===== src/rtl/starforc_colmix.sv =====
// starforc_colmix: layer priority mixer feeding a 512x8 CPU-writable palette, registered RGB out.
// Optional CPU palette readback is built when STARFORC_PAL_READBACK_EN is defined.
module starforc_colmix #(
    parameter logic PRIO_SPR_OVER_CHR = 1'b1
) (
    input  logic       clk48m,
    input  logic       nRESET,
    input  logic       pix_en,
    input  logic [2:0] OV,
    input  logic [4:0] OC,
    input  logic [2:0] SV,
    input  logic [2:0] SC,
    input  logic [2:0] B1V,
    input  logic [2:0] B2V,
    input  logic [2:0] B1C,
    input  logic [2:0] B2C,
    input  logic       nCMPBLK,
    input  logic [8:0] CPU_A,
    input  logic       nCS_PAL,
    input  logic       nMEWR,
    input  logic       nMERD,
    input  logic [7:0] DCON_in,
    output logic [7:0] DCON_out,
    output logic [2:0] R,
    output logic [2:0] G,
    output logic [1:0] B,
    output logic       nBLANK_o
);
    localparam logic [0:0] WR_IDLE = 1'b0;
    localparam logic [0:0] WR_PEND = 1'b1;

    // Layer fields packed as {OV, OC, SV, SC, B1V, B1C, B2V, B2C}.
    function automatic logic [8:0] mix_index(input logic [25:0] lay, input logic spr_first);
        logic spr_vis;
        logic chr_vis;
        spr_vis = (lay[25:23] != 3'd0);
        chr_vis = (lay[17:15] != 3'd0);
        if (spr_first && spr_vis) begin
            mix_index = {1'b1, lay[22:18], lay[25:23]};
        end else if (chr_vis) begin
            mix_index = {3'b000, lay[14:12], lay[17:15]};
        end else if (spr_vis) begin
            mix_index = {1'b1, lay[22:18], lay[25:23]};
        end else if (lay[11:9] != 3'd0) begin
            mix_index = {3'b001, lay[8:6], lay[11:9]};
        end else if (lay[5:3] != 3'd0) begin
            mix_index = {3'b010, lay[2:0], lay[5:3]};
        end else begin
            mix_index = 9'h000;
        end
    endfunction

    logic [25:0] lay_q, lay_d;
    logic        blk0_q, blk0_d;
    logic [8:0]  idx1_q, idx1_d;
    logic        blk1_q, blk1_d;
    logic        blk2_q, blk2_d;
    logic        pix_q, pix_d;
    logic [7:0]  vid_dat_q, vid_dat_d;
    logic [7:0]  rgb_q, rgb_d;
    logic        nblank_q, nblank_d;

    logic        wr_sq_q, wr_sq_d;
    logic        wr_sq2_q, wr_sq2_d;
    logic [8:0]  cpu_a_q, cpu_a_d;
    logic [7:0]  cpu_d_q, cpu_d_d;
    logic [0:0]  wr_st_q, wr_st_d;
    logic [8:0]  wr_addr_q, wr_addr_d;
    logic [7:0]  wr_data_q, wr_data_d;
    logic        wr_edge_s;
    logic        ram_we_s;
    logic [8:0]  ram_addr_s;

    logic [7:0]  pal_mem [0:511];
    logic [7:0]  ram_rd_q;

    // Video pipeline: all four stages advance together on pix_en.
    always_comb begin
        lay_d     = lay_q;
        blk0_d    = blk0_q;
        idx1_d    = idx1_q;
        blk1_d    = blk1_q;
        blk2_d    = blk2_q;
        rgb_d     = rgb_q;
        nblank_d  = nblank_q;
        pix_d     = pix_en;
        if (pix_en) begin
            lay_d    = {OV, OC, SV, SC, B1V, B1C, B2V, B2C};
            blk0_d   = nCMPBLK;
            idx1_d   = mix_index(lay_q, PRIO_SPR_OVER_CHR);
            blk1_d   = blk0_q;
            blk2_d   = blk1_q;
            nblank_d = blk2_q;
            rgb_d    = blk2_q ? vid_dat_q : 8'h00;
        end else begin
            nblank_d = nblank_q;
        end
        // The shared RAM read register is only video data right after a pix_en cycle.
        if (pix_q) begin
            vid_dat_d = ram_rd_q;
        end else begin
            vid_dat_d = vid_dat_q;
        end
    end

    // CPU write buffer: edge-detect the registered strobe, commit on a free cycle.
    always_comb begin
        wr_sq_d   = ~nCS_PAL & ~nMEWR;
        wr_sq2_d  = wr_sq_q;
        cpu_a_d   = CPU_A;
        cpu_d_d   = DCON_in;
        wr_edge_s = wr_sq_q & ~wr_sq2_q;
        wr_st_d   = wr_st_q;
        wr_addr_d = wr_addr_q;
        wr_data_d = wr_data_q;
        ram_we_s  = 1'b0;
        case (wr_st_q)
            WR_IDLE: begin
                if (wr_edge_s) begin
                    wr_addr_d = cpu_a_q;
                    wr_data_d = cpu_d_q;
                    wr_st_d   = WR_PEND;
                end else begin
                    wr_st_d   = WR_IDLE;
                end
            end
            WR_PEND: begin
                if (wr_edge_s) begin
                    wr_addr_d = cpu_a_q;
                    wr_data_d = cpu_d_q;
                    wr_st_d   = WR_PEND;
                end else if (!pix_en) begin
                    ram_we_s  = 1'b1;
                    wr_st_d   = WR_IDLE;
                end else begin
                    wr_st_d   = WR_PEND;
                end
            end
            default: begin
                wr_st_d = WR_IDLE;
            end
        endcase
    end

`ifdef STARFORC_PAL_READBACK_EN
    logic       rd_sq_q, rd_sq_d;
    logic       rd_sq2_q, rd_sq2_d;
    logic       rd_pend_q, rd_pend_d;
    logic [8:0] rd_addr_q, rd_addr_d;
    logic       cap_go_q, cap_go_s;
    logic [7:0] cap_q, cap_d;
    logic       cap_ok_q, cap_ok_d;
    logic [7:0] dcon_q, dcon_d;
    logic       rd_edge_s;
    logic       rd_act_s;

    // CPU readback: a read edge queues a capture that waits for a free, write-idle cycle.
    always_comb begin
        rd_act_s  = ~nCS_PAL & ~nMERD;
        rd_sq_d   = rd_act_s & nMEWR;
        rd_sq2_d  = rd_sq_q;
        rd_edge_s = rd_sq_q & ~rd_sq2_q;
        cap_go_s  = rd_pend_q & ~rd_edge_s & ~pix_en & (wr_st_q == WR_IDLE) & ~wr_edge_s;
        rd_pend_d = rd_pend_q;
        rd_addr_d = rd_addr_q;
        if (rd_edge_s) begin
            rd_pend_d = 1'b1;
            rd_addr_d = cpu_a_q;
        end else if (cap_go_s) begin
            rd_pend_d = 1'b0;
        end else begin
            rd_pend_d = rd_pend_q;
        end
        cap_d = cap_go_q ? ram_rd_q : cap_q;
        if (!rd_act_s) begin
            cap_ok_d = 1'b0;
        end else if (cap_go_q) begin
            cap_ok_d = 1'b1;
        end else begin
            cap_ok_d = cap_ok_q;
        end
        dcon_d = (rd_act_s && cap_ok_q) ? cap_q : 8'h00;
    end

    // Readback registers.
    always_ff @(posedge clk48m or negedge nRESET) begin
        if (!nRESET) begin
            rd_sq_q   <= 1'b0;
            rd_sq2_q  <= 1'b0;
            rd_pend_q <= 1'b0;
            rd_addr_q <= 9'h000;
            cap_go_q  <= 1'b0;
            cap_q     <= 8'h00;
            cap_ok_q  <= 1'b0;
            dcon_q    <= 8'h00;
        end else begin
            rd_sq_q   <= rd_sq_d;
            rd_sq2_q  <= rd_sq2_d;
            rd_pend_q <= rd_pend_d;
            rd_addr_q <= rd_addr_d;
            cap_go_q  <= cap_go_s;
            cap_q     <= cap_d;
            cap_ok_q  <= cap_ok_d;
            dcon_q    <= dcon_d;
        end
    end

    assign DCON_out = dcon_q;
`else
    logic unused_rd_s;
    assign unused_rd_s = nMERD;
    assign DCON_out    = 8'h00;
`endif

    // RAM port owner: video on pix_en, else a committing write, else the readback address.
    always_comb begin
        if (pix_en) begin
            ram_addr_s = idx1_q;
        end else if (ram_we_s) begin
            ram_addr_s = wr_addr_q;
        end else begin
`ifdef STARFORC_PAL_READBACK_EN
            ram_addr_s = rd_addr_q;
`else
            ram_addr_s = wr_addr_q;
`endif
        end
    end

    // Palette RAM: contents and read register are intentionally not reset.
    always_ff @(posedge clk48m) begin
        if (ram_we_s) begin
            pal_mem[ram_addr_s] <= wr_data_q;
        end
        ram_rd_q <= pal_mem[ram_addr_s];
    end

    // Pipeline, strobe and write-buffer registers.
    always_ff @(posedge clk48m or negedge nRESET) begin
        if (!nRESET) begin
            lay_q     <= 26'd0;
            blk0_q    <= 1'b0;
            idx1_q    <= 9'h000;
            blk1_q    <= 1'b0;
            blk2_q    <= 1'b0;
            pix_q     <= 1'b0;
            vid_dat_q <= 8'h00;
            rgb_q     <= 8'h00;
            nblank_q  <= 1'b0;
            wr_sq_q   <= 1'b0;
            wr_sq2_q  <= 1'b0;
            cpu_a_q   <= 9'h000;
            cpu_d_q   <= 8'h00;
            wr_st_q   <= WR_IDLE;
            wr_addr_q <= 9'h000;
            wr_data_q <= 8'h00;
        end else begin
            lay_q     <= lay_d;
            blk0_q    <= blk0_d;
            idx1_q    <= idx1_d;
            blk1_q    <= blk1_d;
            blk2_q    <= blk2_d;
            pix_q     <= pix_d;
            vid_dat_q <= vid_dat_d;
            rgb_q     <= rgb_d;
            nblank_q  <= nblank_d;
            wr_sq_q   <= wr_sq_d;
            wr_sq2_q  <= wr_sq2_d;
            cpu_a_q   <= cpu_a_d;
            cpu_d_q   <= cpu_d_d;
            wr_st_q   <= wr_st_d;
            wr_addr_q <= wr_addr_d;
            wr_data_q <= wr_data_d;
        end
    end

    assign R        = rgb_q[2:0];
    assign G        = rgb_q[5:3];
    assign B        = rgb_q[7:6];
    assign nBLANK_o = nblank_q;

endmodule

===== config.mk =====
export PLATFORM = sky130hd
export DESIGN_NAME = starforc_colmix
export DESIGN_NICKNAME = d
export VERILOG_FILES = /design/src/rtl/starforc_colmix.sv
export SDC_FILE = /design/constraint.sdc
export NUM_CORES = 2
export LEC_CHECK = 0
export ABC_AREA = 0
export BUFFER_PORTS_ARGS = -buffer_cell sky130_fd_sc_hd__clkbuf_2
export CAP_MARGIN = 20
export CORE_MARGIN = 2
export CORE_UTILIZATION = 30
export DETAILED_ROUTE_END_ITERATION = 10
export PLACE_DENSITY = 0.49
export SETUP_SLACK_MARGIN = 0.4
export SLEW_MARGIN = 20
export SYNTH_ARGS = -nofsm -noshare
export SYNTH_HDL_FRONTEND = slang
export SYNTH_SLANG_ARGS = --single-unit

===== constraint.sdc =====
create_clock -name clk48m -period 9.5 [get_ports clk48m]
set_input_delay 0.95 -clock clk48m [delete_from_list [all_inputs] [get_ports clk48m]]
set_output_delay 0.95 -clock clk48m [all_outputs]
set_load 0.03 [all_outputs]

Word level (Yosys, flattened, before mapping)

Memory sizes are Yosys's and may differ from the RTL's. A register that Yosys moved wholly into a read port is not among the register bits.
Index checks and enable logic that the tools add are counted.

Multiplexer cells: 17
Bitwise operators: 6
Reduce and logical (&&, ||, !) cells: 4

Operators with widths:

| kind                                  | number |
|---|---|
| 8-bit 2-to-1 mux                      | 5 |
| 9-bit 2-to-1 mux                      | 3 |
| 3-bit nonzero test                    | 4 |
| 1-bit 2-to-1 mux                      | 8 |
| 1-bit inverter                        | 4 |
| 1-bit AND                             | 2 |
| 1-bit one-hot mux with 2 select lines | 1 |

Flip-flop bits (word level): 93
Bits in writable memories: 4096
Input port bits: 50
Output and inout port bits: 17
Logic and storage cells: 44
Memories kept: 1

Memory list:

| memory  | words | width | read ports | clocked after memory_dff | write ports | line | source |
|---|---|---|---|---|---|---|---|
| pal_mem | 512   | 8     | 1          | 1                        | 1           | 74   | `logic [7:0] pal_mem [0:511];` |

Longest topological paths before layout

Word-level depth: 6
Depth in mapped cells: 12
Gate-level depth less buffers: 8

Worst setup path before layout

No wires, ideal clock.

Path type: register to register
From: register wr_data_q[0]
To: memory pal_mem[0][0] (data pin)
Setup time: 1.404 ns
Arrival: 6.062 ns
Required time: 8.096 ns
Setup slack: 2.034 ns
Cell stages (with the launch flop): 1
Path buffers: 0
Period minus slack after synthesis: 7.466 ns
Cells stage by stage: dfrtp_1

RTL lines:

| element                | line | source |
|---|---|---|
| start, declared        | 69   | `logic [7:0] wr_data_q, wr_data_d;` |
| start signal, assigned | 273  | `wr_data_q <= wr_data_d;` |
| end, declared          | 74   |  |

No word-level cell before the write port.

Worst setup path after layout

From: input port pix_en
To: register ram_rd_q[5] (read register of pal_mem)

Cells in the longest elaborated chain, start to end: 1

Ends and longest elaborated chain:

| element          | line | source |
|---|---|---|
| start, declared  | 8    | `input logic pix_en,` |
| 9-bit 2-to-1 mux | 217  | `if (pix_en) begin` |
| end, declared    | 75   | `logic [7:0] ram_rd_q;` |

Every way passes these cells.
A chain may end at the register's enable or synchronous reset.

==> results.md <==
* EDFF count, synth at roughly 4100
* Final hold viol count at 0
* Outcome: finished clean
* Via Count at 84934
* Area leader, netlist: edfxtp_1
* Register Area at approximately 130000 um2
* Worst flop-to-flop path endpoint: ram_rd_q[5]
* Total Wirelength at 447 mm
* RSZ-0062 raised after global routing: false
* Yosys reg bits at 4197
* Worst R2R Setup Slack at 3.93 ns
* Hold Slack at between 0.09 and 0.1 ns
* CP max FO at 88
* Largest cells by area after synthesis: edfxtp_1 76%, mux2i_1 11%, o22ai_1 3.8%, dfrtp_1 1.4%, nor2_1 1.2%
* Clock sinks at 4197
* DRT iter0 DRCs at 8330
* Die span in y at ~740 um
* Row count at 270
* Root buffer cell: clkbuf_16
* FF-to-FF Start: idx1_q[0]
* DP HPWL at 258 mm
* PostCTS Resize Cnt at 0
* Critical path class: primary input to flop
* CTS buffer count at 444
* Critical path arrival at 6.55 ns
* Hold Path Class: primary input to flop
* Die area at 547000 um2
* Hold Path Sink: cpu_a_q[4]
* Critical Path End Type: flop
* Commonest non-fill, non-tap cell in the layout: edfxtp_1
* Initial antenna violation count at 20
* Net count, final at 9515
* R2R cell count at 9
* Fin crit share at 60.7%
* PwrDens at 238 nW/um2
* Peak Freq at around 170 MHz
* Mapped Area at roughly 160000 um2
* Num ports at 67
* Total congestion overflow at 0
* Fin Setup TNS at 0 ns
* Area of the multi-input gates at 33900 um2
* Final worst path period need at 5.76 ns
* Initial core utilization at 30.1%
* Syn-to-layout area delta at 14.1%
* Slew margin rel. at 17.5%
* Vias in the first global route at 85267
* Worst Max-Slew Pin Slew at 1.22 ns
* Highest-count cells in the layout ignoring fill and taps: 4096 x edfxtp_1, 1859 x mux2i_1, 984 x o22ai_1
* Max H-tree Level at 5
* First-pass GRT wire length at 632 mm
* Filler cell count at 51155
* Mean Syn Cell Area at 17.3 um2
* Final instance count without filler cells at 17063
* Max VDD drop at 0.170 mV
* Clock Tree Buf Depth at 4
* Synth Warn # at 0
* Horiz. Die Dim at 740 um
* Async SR Flop Fraction at 2.22%
* Ys flop type: edfxtp_1
* Core outline area at 540000 um2
* Layout cell share with drive strength beyond 1 at between 10% and 20%
* Worst path required time at about 10 ns
* Mean routed wirelength per cell at 26.2 um
* CTS tree: done
* Worst skew pair latency at 1.00 ns
* PortBufs at 57
* Register clock-pin slew on the reported worst setup and hold paths at 0.06 ns
* Cts hold-fix bufs at 15
* Pin count of the biggest net entering global routing at around 160
* All-Layer GR Usage at ~16%
* Dpl cells at ~16000
* ANT nets after route at 0
* DRC viols at 0
* Post-synth cell types at 50
* HP Start: CPU_A[4]
* Clock skew at 0.0426 ns
* Setup Fix Bufs, Post-CTS at 0
* Max Cap Violations at 0
* Sequential area share after synthesis at between 70% and 80%
* Vias per cell at 4.98
* Pleak at 62.2 nW
* Worst Setup Start Kind: primary input
* Final-report max-slew violation count at 0
* WHS Path Cells at 1
* Drt pass-1 iters at 5
* Synth top area share at 75.7%
* Finish-stage setup viols at 0
* Post-Syn Instances at 9368
* Placer congestion estimate at approximately 0.81
## report_power, final
group,switching (mW),internal (mW),total (mW)
Clock,7.17,10.0,17.2
Combinational,3.99,1.59,5.58
Sequential,0.190,21.2,21.4
Total,11.4,32.8,44.2
## cell type report
type	count	area share (%)
clock inverter	293	1.49
tap	7208	4.87
sequential	4197	67.7
clock buffer	530	6.31
antenna	13	0.0176
multi-input combinational	4557	18.3
inverter	8	0.0162
timing repair buffer	257	1.29
## critical path: stages
cell and delay [ns]:
buf_4 0.50, mux2_8 0.90, buf_4 0.52, buf_12 0.50, mux2i_1 0.27, o22ai_1 0.17, o41ai_1 0.89, nand4_1 0.36
a22oi_1 1.01, nand4_1 0.16
## synthesized netlist by cell type (all sizes together), types with 13 or more instances
| cell type | count |
|---|---|
| a21oi | 216 |
| mux2 | 58 |
| dfrtp | 93 |
| nor2 | 540 |
| nand4 | 36 |
| edfxtp | 4096 |
| nand2 | 443 |
| o22ai | 985 |
| or4 | 32 |
| buf | 412 |
| nor3 | 13 |
| nor4 | 112 |
| clkbuf | 201 |
| o41ai | 144 |
| o21ai | 44 |
| mux2i | 1861 |
## flip-flops by register name, summed over array words and instances (netlist names), 8 cells and up
name and cells:
cpu_d_q 8, lay_q 26, rgb_q 8, idx1_q 9, wr_data_q 8, ram_rd_q 8
wr_addr_q 9, pal_mem 4096, vid_dat_q 8, cpu_a_q 9
## worst max path at each step
stage	startpoint	end	slack, ns
2_1_floorplan	wr_data_q[0]	pal_mem[0][0]	2.03
3_3_place_gp	pix_en	ram_rd_q[6]	2.78
3_5_place_dp	pix_en	ram_rd_q[6]	2.77
4_1_cts	pix_en	ram_rd_q[6]	3.80
5_1_grt	pix_en	ram_rd_q[5]	3.65
6_report	pix_en	ram_rd_q[5]	3.74
## kinds of logic after synthesis
kind of cell / Yosys count / synth area share, %
compound gates: 1422 / 5.57
flops: 4197 / 77.3
other cells: 1 / 0.00231
buf+inv: 621 / 2.12
mux: 1919 / 11.9
simple gates: 1208 / 3.16
## layer usage
| metal | part of all wire, % | wire length (um) | vias up | global-route usage [%] |
|---|---|---|---|---|
| met4 | 2.5 | 11400 | 4 | 4.03 |
| li1 | - | - | 37580 | - |
| met2 | 49 | 220000 | 2526 | 26.9 |
| met1 | 43 | 192000 | 44249 | 21.0 |
| met5 | 0.0060 | 27 | - | 0 |
| met3 | 5.5 | 24500 | 575 | 2.27 |
## per-stage QoR
stage,setup WS (ns),power [mW],instance area [um2],utilization [%]
after floorplan,2.03,25.5,162000,-
after global placement,2.78,27.3,171000,31.6
after detailed placement,2.77,27.4,171000,31.6
after CTS,3.80,44.5,185000,34.3
after global routing,3.65,45.5,185000,34.3
final,3.74,44.2,185000,34.3
(Power assumes the default switching activity.)
